**src/rtl/traffic_pkg.sv**
```systemverilog
// Shared definitions for the intersection scheduler: light encodings, phase
// codes, the active-low 7-segment table and phase-to-light helpers.
package traffic_pkg;

    typedef enum logic [1:0] {
        RED    = 2'b00,
        YELLOW = 2'b01,
        GREEN  = 2'b10,
        NONE   = 2'b11
    } light_e;

    localparam logic [2:0] MAIN_GREEN  = 3'd0;
    localparam logic [2:0] MAIN_YELLOW = 3'd1;
    localparam logic [2:0] ALL_RED_A   = 3'd2;
    localparam logic [2:0] SIDE_GREEN  = 3'd3;
    localparam logic [2:0] SIDE_YELLOW = 3'd4;
    localparam logic [2:0] ALL_RED_B   = 3'd5;

    // gfedcba, active low, index = hex digit
    localparam logic [6:0] SEG7_TABLE [16] = '{
        7'h40, 7'h79, 7'h24, 7'h30, 7'h19, 7'h12, 7'h02, 7'h78,
        7'h00, 7'h10, 7'h08, 7'h03, 7'h46, 7'h21, 7'h06, 7'h0E
    };

    function automatic light_e main_light_of(input logic [2:0] phase);
        case (phase)
            MAIN_GREEN:  return GREEN;
            MAIN_YELLOW: return YELLOW;
            default:     return RED;
        endcase
    endfunction

    function automatic light_e side_light_of(input logic [2:0] phase);
        case (phase)
            SIDE_GREEN:  return GREEN;
            SIDE_YELLOW: return YELLOW;
            default:     return RED;
        endcase
    endfunction

endpackage

```
**src/rtl/traffic_phase_scheduler_if.sv**
```systemverilog
// Signal bundle between the scheduler and its environment.
// Ped_Req/Walk exist only when TRAFFIC_PED_WALK_EN is defined.
interface traffic_phase_scheduler_if;

    logic       Tick_1Hz;
    logic       Side_Req;
    logic [1:0] Main_Light;
    logic [1:0] Side_Light;
    logic [2:0] Phase;
    logic [3:0] Time_Left;
    logic [6:0] Seg_Out;
`ifdef TRAFFIC_PED_WALK_EN
    logic       Ped_Req;
    logic       Walk;

    modport master (
        output Tick_1Hz, Side_Req, Ped_Req,
        input  Main_Light, Side_Light, Phase, Time_Left, Seg_Out, Walk
    );
    modport slave (
        input  Tick_1Hz, Side_Req, Ped_Req,
        output Main_Light, Side_Light, Phase, Time_Left, Seg_Out, Walk
    );
`else
    modport master (
        output Tick_1Hz, Side_Req,
        input  Main_Light, Side_Light, Phase, Time_Left, Seg_Out
    );
    modport slave (
        input  Tick_1Hz, Side_Req,
        output Main_Light, Side_Light, Phase, Time_Left, Seg_Out
    );
`endif

endinterface

```
**src/rtl/seg7_decoder.sv**
```systemverilog
// Hex digit to active-low 7-segment pattern (gfedcba).
module seg7_decoder
    import traffic_pkg::*;
(
    input  logic [3:0] digit_i,
    output logic [6:0] seg_o
);

    assign seg_o = SEG7_TABLE[digit_i];

endmodule

```
**src/rtl/traffic_phase_scheduler.sv**
```systemverilog
// Main/side road phase scheduler advanced by a 1 Hz tick enable.
// Optional pedestrian request/walk signal: define TRAFFIC_PED_WALK_EN.
module traffic_phase_scheduler
    import traffic_pkg::*;
#(
    parameter int unsigned GREEN_MAIN_T = 15,
    parameter int unsigned GREEN_SIDE_T = 10,
    parameter int unsigned YELLOW_T     = 5,
    parameter int unsigned ALLRED_T     = 1
) (
    input  logic                      Clock,
    input  logic                      Reset,
    traffic_phase_scheduler_if.slave  bus
);

    localparam logic [3:0] T_MG = 4'(GREEN_MAIN_T);
    localparam logic [3:0] T_SG = 4'(GREEN_SIDE_T);
    localparam logic [3:0] T_Y  = 4'(YELLOW_T);
    localparam logic [3:0] T_AR = 4'(ALLRED_T);

    logic [2:0] state_q, state_d;
    logic [3:0] time_q,  time_d;
    logic [1:0] main_q, side_q;
    logic       req_q,   req_d;
    logic       req_set;
    logic       expire;
    logic       enter_side;
    logic [6:0] seg;

`ifdef TRAFFIC_PED_WALK_EN
    logic walk_q;
    assign req_set = bus.Side_Req | bus.Ped_Req;
`else
    assign req_set = bus.Side_Req;
`endif

    assign expire = bus.Tick_1Hz && (time_q == 4'd1);

    always_comb begin
        state_d = state_q;
        time_d  = time_q;
        if (bus.Tick_1Hz) begin
            time_d = time_q - 4'd1;
        end
        case (state_q)
            MAIN_GREEN: begin
                // Without a pending request the rest phase simply reloads.
                if (expire) begin
                    state_d = req_q ? MAIN_YELLOW : MAIN_GREEN;
                    time_d  = req_q ? T_Y : T_MG;
                end
            end
            MAIN_YELLOW: begin
                if (expire) begin
                    state_d = ALL_RED_A;
                    time_d  = T_AR;
                end
            end
            ALL_RED_A: begin
                if (expire) begin
                    state_d = SIDE_GREEN;
                    time_d  = T_SG;
                end
            end
            SIDE_GREEN: begin
                if (expire) begin
                    state_d = SIDE_YELLOW;
                    time_d  = T_Y;
                end
            end
            SIDE_YELLOW: begin
                if (expire) begin
                    state_d = ALL_RED_B;
                    time_d  = T_AR;
                end
            end
            ALL_RED_B: begin
                if (expire) begin
                    state_d = MAIN_GREEN;
                    time_d  = T_MG;
                end
            end
            default: begin
                state_d = MAIN_GREEN;
                time_d  = T_MG;
            end
        endcase
    end

    // Entering side green consumes the request, even one arriving that cycle.
    assign enter_side = (state_d == SIDE_GREEN) && (state_q != SIDE_GREEN);
    assign req_d      = enter_side ? 1'b0 : (req_q | req_set);

    always_ff @(posedge Clock) begin
        if (Reset) begin
            state_q <= MAIN_GREEN;
            time_q  <= T_MG;
            main_q  <= GREEN;
            side_q  <= RED;
            req_q   <= 1'b0;
        end else begin
            state_q <= state_d;
            time_q  <= time_d;
            main_q  <= main_light_of(state_d);
            side_q  <= side_light_of(state_d);
            req_q   <= req_d;
        end
    end

`ifdef TRAFFIC_PED_WALK_EN
    always_ff @(posedge Clock) begin
        if (Reset) begin
            walk_q <= 1'b0;
        end else begin
            walk_q <= (state_d == SIDE_GREEN);
        end
    end
    assign bus.Walk = walk_q;
`endif

    seg7_decoder u_seg7 (
        .digit_i (time_q),
        .seg_o   (seg)
    );

    assign bus.Main_Light = main_q;
    assign bus.Side_Light = side_q;
    assign bus.Phase      = state_q;
    assign bus.Time_Left  = time_q;
    assign bus.Seg_Out    = seg;

endmodule

```
**src/flat_wrapper.sv**
```systemverilog
// flat-port wrapper written by rule: the top's interface ports become plain ports
module traffic_phase_scheduler_flat import traffic_pkg::*;
#(
    parameter int unsigned GREEN_MAIN_T = 15,
    parameter int unsigned GREEN_SIDE_T = 10,
    parameter int unsigned YELLOW_T     = 5,
    parameter int unsigned ALLRED_T     = 1
)
  (Clock, Reset, bus_Tick_1Hz, bus_Side_Req, bus_Main_Light, bus_Side_Light, bus_Phase, bus_Time_Left, bus_Seg_Out);
  traffic_phase_scheduler_if bus_i ();
  input  logic Clock;
  input  logic Reset;
  input wire logic [$bits(bus_i.Tick_1Hz)-1:0] bus_Tick_1Hz;
  input wire logic [$bits(bus_i.Side_Req)-1:0] bus_Side_Req;
  output wire logic [$bits(bus_i.Main_Light)-1:0] bus_Main_Light;
  output wire logic [$bits(bus_i.Side_Light)-1:0] bus_Side_Light;
  output wire logic [$bits(bus_i.Phase)-1:0] bus_Phase;
  output wire logic [$bits(bus_i.Time_Left)-1:0] bus_Time_Left;
  output wire logic [$bits(bus_i.Seg_Out)-1:0] bus_Seg_Out;
  assign bus_i.Tick_1Hz = bus_Tick_1Hz;
  assign bus_i.Side_Req = bus_Side_Req;
  assign bus_Main_Light = bus_i.Main_Light;
  assign bus_Side_Light = bus_i.Side_Light;
  assign bus_Phase = bus_i.Phase;
  assign bus_Time_Left = bus_i.Time_Left;
  assign bus_Seg_Out = bus_i.Seg_Out;
  traffic_phase_scheduler #(.GREEN_MAIN_T(GREEN_MAIN_T), .GREEN_SIDE_T(GREEN_SIDE_T), .YELLOW_T(YELLOW_T), .ALLRED_T(ALLRED_T)) u_core (.Clock(Clock), .Reset(Reset), .bus(bus_i));
endmodule
```
**config.mk**
```make
export PLATFORM = sky130hd
export DESIGN_NAME = traffic_phase_scheduler_flat
export DESIGN_NICKNAME = d
export VERILOG_FILES = /design/src/rtl/traffic_pkg.sv /design/src/rtl/traffic_phase_scheduler_if.sv /design/src/rtl/seg7_decoder.sv /design/src/rtl/traffic_phase_scheduler.sv /design/src/flat_wrapper.sv
export SDC_FILE = /design/constraint.sdc
export NUM_CORES = 1
export LEC_CHECK = 0
export ABC_AREA = 1
export BUFFER_PORTS_ARGS = -buffer_cell sky130_fd_sc_hd__buf_2
export CAP_MARGIN = 15
export CELL_PAD_IN_SITES_DETAIL_PLACEMENT = 0
export CELL_PAD_IN_SITES_GLOBAL_PLACEMENT = 1
export CORE_MARGIN = 10
export CORE_UTILIZATION = 30
export CTS_BUF_LIST = sky130_fd_sc_hd__clkbuf_2 sky130_fd_sc_hd__clkbuf_4 sky130_fd_sc_hd__clkbuf_8
export CTS_CLUSTER_DIAMETER = 200
export DETAILED_ROUTE_END_ITERATION = 16
export PLACE_DENSITY_LB_ADDON = 0.25
export SLEW_MARGIN = 20
export SYNTH_ARGS = -nofsm -noshare
export SYNTH_HDL_FRONTEND = slang
export SYNTH_SLANG_ARGS = --single-unit
```
**constraint.sdc**
```tcl
create_clock -name Clock -period 2.66 [get_ports Clock]
set_input_delay 0.532 -clock Clock [delete_from_list [all_inputs] [get_ports Clock]]
set_output_delay 0.532 -clock Clock [all_outputs]
set_load 0.005 [all_outputs]
```
Word-level counts from Yosys, hierarchy flattened
Memories as Yosys holds them, arrays and structs flattened.
Index checks and enable logic that the tools add are counted.
- register bits after elaboration: 12
- latch bits: 0
- RAM bits: 0
- memory bits (read-only): 112
- bits of input ports: 4
- output and inout bits: 18
- logic and storage cells: 46
- memories: 1
- memory list (memory ; words ; width ; rd ports ; clocked after Yosys merged registers in ; wr ports ; RTL line ; RTL):
    (no name shown) ; 16 ; 7 ; 1 ; 0 ; 0 ; seg7_decoder.sv:9 ; assign seg_o = SEG7_TABLE[digit_i];
- add/subtract/negate cells: 1
- $mul: 0
- divide/modulo/power cells: 0
- magnitude comparators: 1
- equal/unequal tests: 10
- shift operators: 0
- muxes and demuxes: 20
- bitwise operators: 2
- reduce and logical (&&, ||, !) cells: 6
- operator list (cell ; number):
    2-to-1 mux 4 bit ; 7
    case mux 4 bit (5 select lines) ; 1
    2-to-1 mux 3 bit ; 6
    case mux 3 bit (6 select lines) ; 1
    2-to-1 mux 7 bit ; 2
    equality test 3 x 2 -> 1 bit, second input constant ; 3
    equality test 3 bit, second input constant ; 3
    case mux 2 bit (2 select lines) ; 2
    equality test 3 x 1 -> 1 bit, second input constant ; 2
    logical NOT 3 bit ; 2
    greater-or-equal comparator 5 bit, second input constant ; 1
    NOT 4 -> 5 bit ; 1
    equality test 4 x 1 -> 1 bit, second input constant ; 1
    OR reduction 2 bit ; 2
    subtractor 4 x 1 -> 4 bit, second input constant ; 1
    != test 3 x 2 -> 1 bit, second input constant ; 1
    logical AND 1 bit ; 2
    2-to-1 mux 1 bit ; 1
    OR 1 bit ; 1

Depth between registers and ports, before layout
Gate-level depths: netlist of the first run.
- word-level depth: 7
- gate-level depth with buffers: 10
- depth with buffers taken out: 10

Hierarchy
A second synthesis of the first run with hierarchy kept.
- cell total of the unflattened synthesis: 155
- area, all modules: 965.9 um^2
- modules (own cells, without submodules) (module ; instances ; cells an instance ; area each (um^2) ; seq. area each (um^2)):
    traffic_phase_scheduler ; 1 ; 102 ; 680.7 ; 240.2
    seg7_decoder ; 1 ; 53 ; 285.3 ; 0.0

Least setup slack after synthesis of the first run
No wires, ideal clock.
- path type: reg-to-output
- start: register u_core.time_q[0] (netlist: u_core.bus.Time_Left[0])
- end: output port bus_Seg_Out[3]
- arrival: 1.165 ns
- data required time: 2.128 ns
- setup slack: 0.963 ns
- stages on the path, launching flop included: 6
- buffers on the path: 0
- path through: dfxtp_1 -> inv_1 -> ha_1 -> a21oi_1 -> o21ai_0 -> nand2_1
- cells in the longest elaborated chain, start to end: 4
- ends and longest elaborated chain (what ; RTL line ; RTL):
    from (decl) ; traffic_phase_scheduler.sv:22 ; logic [3:0] time_q, time_d;
    from (signal assigned) ; traffic_phase_scheduler.sv:103 ; time_q <= time_d;
    NOT 4 -> 5 bit (not written as such) ; seg7_decoder.sv:9 ;
    memory (16 x 7 bit) ; -- ;
    2-to-1 mux 7 bit (not written as such) (2 in a row) ; seg7_decoder.sv:9 ;
    to (decl) ; flat_wrapper.sv:19 ; output wire logic [$bits(bus_i.Seg_Out)-1:0] bus_Seg_Out;
Every way passes these cells. The select of a mux whose other input is x is not followed.

Final worst setup path of the first run
Same ends and word-level chain as after synthesis.

==> results of run 1 <==
==> power groups by stage <==
stage / Combinational, W / Clock, W / Sequential (W)
finish: 0.0000501 / 0.000144 / 0.000189
global placement: 0.0000518 / 0 / 0.000193
global route: 0.0000598 / 0.000161 / 0.000190
detailed placement: 0.0000514 / 0 / 0.000193
CTS: 0.0000517 / 0.000153 / 0.000189
floorplan: 0.0000326 / 0 / 0.000192
==> Yosys cell counts (2+ instances only) <==
cell type and instances:
nor2_4 2, ha_1 7, o31ai_1 2, inv_1 15, nor2_1 13, nor2_2 2, nand3_1 4, o21ai_1 2
dfxtp_1 12, inv_2 2, nand2_1 28, nand2_2 9, o21ai_0 10, a21oi_1 4, nand3_2 3, a31oi_1 2
==> logic make-up after synthesis <==
logic type	count (synthesis)
AND/OR/NAND/NOR	64
AO/OA/AOI/OAI	21
buffers and inverters	19
flip-flops	12
adder cells (fa/ha/maj)	7
XOR/XNOR	1
==> metal layers <==
| layer | track usage [%] | vias to the layer above | part of all wire, % |
|---|---|---|---|
| met2 | 14.8 | 20 | 49 |
| li1 | - | 445 | - |
| met4 | 3.80 | 0 | 0.48 |
| met1 | 8.28 | 358 | 43 |
| met5 | 0 | - | 0 |
| met3 | 2.72 | 2 | 7.5 |
==> sequential cells by signal, summed over array words and instances (netlist names) <==
| name | count |
|---|---|
| u_core.bus.Time_Left | 4 |
| u_core.bus.Phase | 3 |
| u_core.req_q | 1 |
| u_core.bus.Side_Light | 2 |
| u_core.bus.Main_Light | 2 |
==> per-stage QoR <==
stage / std cells / area (um^2) / power [W]
2_1_floorplan: 124 / 848 / 0.000224
3_3_place_gp: 175 / 981 / 0.000244
3_5_place_dp: 175 / 981 / 0.000245
4_1_cts: 179 / 1020 / 0.000394
5_1_grt: 179 / 1020 / 0.000411
6_report: 179 / 1020 / 0.000383
==> area by class of cell <==
| type | instances | area share (%) |
|---|---|---|
| Multi-Input combinational cell | 93 | 51.8 |
| Sequential cell | 12 | 23.6 |
| Timing Repair Buffer | 21 | 10.3 |
| Inverter | 18 | 6.89 |
| Tap cell | 31 | 3.81 |
| Clock buffer | 4 | 3.57 |
==> worst max-delay path: cells and delay by family (launching register included) <==
kind / cells / cell delay, ns
flops: 1 / 0.43
buf+inv: 2 / 0.24
fa+ha+maj: 1 / 0.33
simple gates: 1 / 0.08
compound gates: 2 / 0.29
==> worst max-delay path by stage <==
| stage | startpoint | endpoint | slack (ns) | depth (start not counted) |
|---|---|---|---|---|
| global placement | u_core.bus.Time_Left[0]$_SDFF_PP1_ | bus_Seg_Out[3] | 0.83 | 6 |
| CTS | u_core.bus.Time_Left[0]$_SDFF_PP1_ | bus_Seg_Out[3] | 0.45 | 6 |
| finish | u_core.bus.Time_Left[0]$_SDFF_PP1_ | bus_Seg_Out[3] | 0.48 | 6 |
| floorplan | u_core.bus.Time_Left[0]$_SDFF_PP1_ | bus_Seg_Out[3] | 0.96 | 5 |
| global route | u_core.bus.Time_Left[0]$_SDFF_PP1_ | bus_Seg_Out[3] | 0.32 | 6 |
| detailed placement | u_core.bus.Time_Left[0]$_SDFF_PP1_ | bus_Seg_Out[3] | 0.77 | 6 |
==> key figures, run 1 <==
Outcome
  • Outcome: completed

STA
  • Final Cycle Share: 82.0%
  • Worst-Margin Slew: 0.443 ns
  • Worst Hold Slack: 0.424 ns
  • Final Max Slew Viols: 0
  • RSZ-0062 raised after global routing: false
  • FMAX: 459 MHz
  • Setup TNS: 0 ns
  • Max_slew headroom: between 70% and 80%
  • Worst Skew: 0.00340 ns
  • PnR worst setup slack: 0.479 ns
  • Final setup vio count: 0
  • Minimum clock period: between 2 and 2.5 ns
  • Hold Violations, Final: 0

Synthesis
  • Synth area leader: dfxtp_1
  • Mapped Nets: roughly 140
  • Top post-synthesis cells by area: dfxtp_1, nand2_1, ha_1
  • Synth top area share: 28.3%
  • Synth Area in Compound Gates: a little over an eighth
  • Sequential area share after synthesis: 28.3%
  • Cells after Synth: between 100 and 150
  • Mux cell area share after synthesis: 0%
  • Simple-gate share of the synthesized area: between 30% and 40%
  • Post-synth EDFFs: 0
  • Share of synthesized cell area in full adder, half adder and majority cells: between 10 and 15%
  • Largest family of logic cells by synthesized area: simple AND/OR/NAND/NOR gates
  • Xor and xnor area share after synthesis: 1.03%
  • Cell variety after synth: 23
  • FFs w/ async S/R, synth: 0%
  • Avg Inst Size Synth: 6.84 um^2
  • Synth Register Bits: 12
  • Synth Flop Type: dfxtp_1
  • Synth Cell Area: 848 um^2
  • Yosys warning count: 0

Worst setup path
  • CP arrival: 1.65 ns
  • FF-to-FF path depth: 9
  • Reg2reg setup slack: 1.02 ns
  • Crit Reg-Reg Endpoint: u_core.bus.Time_Left[1]$_SDFF_PP1_
  • Worst-path maximum fanout: 6
  • Critical path type: flop to primary output
  • Slowest Stage Delay on Critical Path: 0.43 ns
  • Cells along the critical path: inv_1 > ha_1 > a21oi_1 > o21ai_0 > nand2_1 > buf_2
  • Worst r2r src: u_core.bus.Time_Left[1]$_SDFF_PP1_
  • Crit path required time: 2.13 ns
  • Startpoint Class: flop
  • Crit end category: primary output
  • Critical path's slowest cell: dfxtp_1

GRT
  • Grt ovf: 0
  • Initial antenna violation count: 0
  • Largest net degree at the start of global routing: 13
  • Vias in the first global route: 876
  • First-pass GRT wire length: 3630 um
  • GRT Resource Usage Total: 8.22%

Clock tree
  • TritonCTS Sinks: 12
  • Clk slew on worst S/H paths: ~0.08 ns
  • H-tree depth: 1
  • Setup bufs post-CTS: 0
  • Cts bufs inserted: 3
  • CTS tree: built
  • Post-CTS sizing: 0
  • Hold buffers post-CTS: 0
  • Max clock buf depth: 2
  • Latest clock arrival within the worst-skew pair: ~0.27 ns
  • CTS root buffer: clkbuf_4

Layout
  • Commonest non-fill, non-tap cell in the layout: nand2_1
  • Area Overhead vs Synth: 19.9%
  • Most frequent cells in the layout: nand2_1, buf_2, inv_1, nor2_1, dfxtp_1
  • Layout cells sized above 1: 30.4%
  • Antenna fix cells: 0
  • NumNets Final: 160
  • Multi-input gate area: 527 um^2
  • Post-layout util: around 37%
  • Register Area: 240 um^2
  • Fillers: 307

Worst hold path
  • Hold-critical path endpoint: u_core.bus.Phase[1]$_SDFF_PP0_
  • HP Start: Reset
  • Worst Hold Class: input pin to flop
  • Worst hold path depth: 2

Die
  • Die H: 73.2 um
  • Die area: ~0.0054 mm^2
  • # IOs: 22
  • Core Box Area: 0.00273 mm^2
  • DIE WIDTH: between 70 and 80 um
  • Cell Rows: 19
  • Initial core utilization: 31.0%

Power
  • Internal Power: 0.000287 W
  • Switching share of power: between 20% and 30%
  • Clk network pwr share: 37.6%
  • Reg power frac: about 49%
  • VDD IR max: 0.273 mV
  • NetSw: 0.0000958 W
  • PwrDens: 377 mW/mm^2
  • Combinational share of power: 13.1%
  • Leak: 0.492 nW

Routing
  • Final wirelength: a little over 2000 um
  • DRT iter0 DRCs: around 50
  • DR DRC count: 0
  • DR vias: 825
  • Drt first pass iters: 4
  • Post-DR vias/cell: approximately 4.6
  • Detail Route Antenna Nets: 0
  • Routed len/inst: 11.6 um

Placed design
  • Post-DP HPWL: 1740 um
  • Number of port buffers: 21
  • Placer congestion estimate: 0.831
  • Place WS: 0.770 ns

Job
  • Max-cap violations: 0
(Power assumes the default switching activity.)
==> inputs of run 2 (changes only) <==
Clock period 2.66 ns to 2.21 ns, I/O delays scaled along.
==> run 2 against run 1 <==
  * Clock power grew 21%
  * Clock-buffer cell count is the same
  * Routed wire length is the same
  * Hold slack lost 0.090 ns
  * Clock skew is the same
  * Non-clock buffer count is the same
  * Final area grew 0.25%
  * Combinational power grew 21%
  * Critical path type unchanged
==> key figures, run 2 (synthesis results as in run 1) <==
Worst setup path
  • Crit end category: primary output
  • Buf+Inv Stages, Crit Path: 2 (unchanged)
  • Top delay family on crit path: flip-flops
  • Crit Reg-Reg Endpoint: u_core.bus.Time_Left[1]$_SDFF_PP1_
  • Startpoint Class: flop
  • Crit path required time: 1.77 ns (-0.36 ns)
  • Worst r2r src: u_core.bus.Time_Left[1]$_SDFF_PP1_
  • Cells along the critical path: inv_1 > ha_1 > a21oi_1 > o21ai_0 > nand2_1 > buf_2
  • Reg2reg setup slack: 0.61 ns (-0.41 ns)
  • Slowest Stage Delay on Critical Path: 0.38 ns (-0.05 ns)
  • Critical path type: flop to primary output
  • Critical path's slowest cell: dfxtp_2
  • CP arrival: 1.57 ns (-0.08 ns)
  • Worst setup startpoint: u_core.bus.Time_Left[0]$_SDFF_PP1_
  • FF-to-FF path depth: 9 (unchanged)
  • Worst-path maximum fanout: 6 (unchanged)

Clock tree
  • Latest clock arrival within the worst-skew pair: 0.27 ns (about the same)
  • Hold buffers post-CTS: 0 (unchanged)
  • H-tree depth: 1 (unchanged)
  • Cts bufs inserted: 3 (unchanged)
  • CTS root buffer: clkbuf_4
  • TritonCTS Sinks: 12 (unchanged)
  • Clk slew on worst S/H paths: 0.08 ns (about the same)
  • Max clock buf depth: 2 (unchanged)
  • CTS tree: built

STA
  • Hold Violations, Final: 0 (unchanged)
  • Max_slew headroom: 70.4% (unchanged)
  • RSZ-0062 raised after global routing: false
  • Setup TNS: 0 ns (unchanged)
  • FMAX: 498 MHz
  • Worst-Margin Slew: 0.443 ns (unchanged)
  • Final setup vio count: 0 (unchanged)
  • Final Cycle Share: 90.9%
  • Minimum clock period: 2.01 ns
  • Final Max Slew Viols: 0 (unchanged)
  • Worst Skew: 0.00340 ns (unchanged)

Layout
  • Most frequent cells in the layout: nand2_1, buf_2, inv_1, nor2_1
  • Register Area: 243 um^2 (+1.0%)
  • Fillers: 310 (+0.98%)
  • NumNets Final: 160 (unchanged)
  • Max reg flops: 4 (unchanged)
  • Commonest non-fill, non-tap cell in the layout: nand2_1
  • Layout cells sized above 1: 31.8% (+1.4 points)
  • Antenna fix cells: 0 (unchanged)
  • Multi-input gate area: 527 um^2 (unchanged)
  • Area Overhead vs Synth: 20.2%

Outcome
  • Outcome: completed

Routing
  • DR vias: 825 (unchanged)
  • Routed len/inst: 11.6 um (unchanged)
  • DRT iter0 DRCs: 51 (unchanged)
  • DR DRC count: 0 (unchanged)
  • Wl on met1: 891 um (unchanged)
  • Met2 Routed Length: 1020 um (unchanged)
  • Drt first pass iters: 4 (unchanged)
  • Uppermost layer routed: met4
  • WL met3: 156 um (unchanged)
  • Final wirelength: 2080 um (unchanged)
  • Post-DR vias/cell: 4.61 (unchanged)
  • Detail Route Antenna Nets: 0 (unchanged)

Die
  • Initial core utilization: 31.0% (unchanged)
  • Cell Rows: 19 (unchanged)
  • Die H: 73.2 um (unchanged)
  • Die area: 0.00535 mm^2 (unchanged)
  • Core Box Area: 0.00273 mm^2 (unchanged)
  • DIE WIDTH: 73.2 um (unchanged)
  • # IOs: 22 (unchanged)

GRT
  • Vias in the first global route: 876 (unchanged)
  • First-pass GRT wire length: 3630 um (unchanged)
  • GRT Resource Usage Total: 8.22% (unchanged)
  • Initial antenna violation count: 0 (unchanged)
  • Largest net degree at the start of global routing: 13 (unchanged)
  • Grt ovf: 0 (unchanged)

Worst hold path
  • Hold-critical path endpoint: u_core.bus.Phase[1]$_SDFF_PP0_
  • Worst Hold Class: input pin to flop
  • HP Start: Reset
  • Worst hold path depth: 2 (unchanged)

Power
  • VDD IR max: 0.328 mV (+20%)
  • Combinational share of power: 13.1% (about the same)
  • Leak: 0.491 nW (-0.13%)
  • Internal Power: 0.000347 W (+21%)
  • PwrDens: 453 mW/mm^2 (+20%)
  • Total power: 0.000462 W (+21%)
  • Switching share of power: 24.9% (-0.039 points)
  • Reg power frac: 49.4% (about the same)
  • NetSw: 0.000115 W (+20%)
  • Clk network pwr share: 37.6% (about the same)

Placed design
  • Placer congestion estimate: 0.831 (unchanged)
  • Number of port buffers: 21 (unchanged)
  • Post-DP HPWL: 1740 um (about the same)

Job
  • Max-cap violations: 0 (unchanged)
run 2: through the flow:
| step | util [%] | area [um^2] | std cells | setup WS (ns) | hold slack [ns] |
|---|---|---|---|---|---|
| after floorplan | - | 848 | 124 | 0.603 | 0.512 |
| after global placement | 35.9 | 981 | 175 | 0.472 | 0.538 |
| after detailed placement | 35.9 | 981 | 175 | 0.410 | 0.550 |
| after CTS | 37.2 | 1020 | 179 | 0.0908 | 0.322 |
| after global routing | 37.3 | 1020 | 179 | 0.0541 | 0.338 |
| final | 37.3 | 1020 | 179 | 0.201 | 0.334 |
run 2: worst max-delay path by stage:
stage | endpoint | slack, ns | depth (start not counted)
floorplan | bus_Seg_Out[3] | 0.60 | 5
global placement | bus_Seg_Out[3] | 0.47 | 6
detailed placement | bus_Seg_Out[3] | 0.41 | 6
CTS | bus_Seg_Out[3] | 0.09 | 6
global route | bus_Seg_Out[3] | 0.05 | 6
finish | bus_Seg_Out[3] | 0.20 | 6
run 2: cell type report:
cell class,count,area share [%]
multi-input cells,93,51.7
inverters,18,6.87
flip-flops and latches,12,23.8
repair buffers,21,10.3
clock buffers,4,3.56
well taps,31,3.80
run 2: repair_timing:
item	CTS	global route
setup endpoints to repair	0	1
buffers inserted	0	0
resized for setup	0	2
run 2: metal layers:
metal	global-route usage [%]	up-vias
li1	-	445
met1	8.28	358
met2	14.8	20
met3	2.72	2
met4	3.80	0
met5	0	-
run 2: worst register-to-register path: stages (launching register included):
cell and delay, ns:
dfxtp_2 0.36, inv_1 0.10, ha_1 0.25, inv_1 0.06, nor2_1 0.15, nand2_1 0.17
o21ai_1 0.17, nand3_1 0.12, nand2_1 0.07, nand2_1 0.04
run 2: power groups by stage:
stage / Sequential (W) / Combinational (W) / Clock (W)
floorplan: 0.000231 / 0.0000392 / 0
global placement: 0.000232 / 0.0000624 / 0
detailed placement: 0.000233 / 0.0000618 / 0
CTS: 0.000228 / 0.0000622 / 0.000184
global route: 0.000229 / 0.0000720 / 0.000194
finish: 0.000228 / 0.0000604 / 0.000174
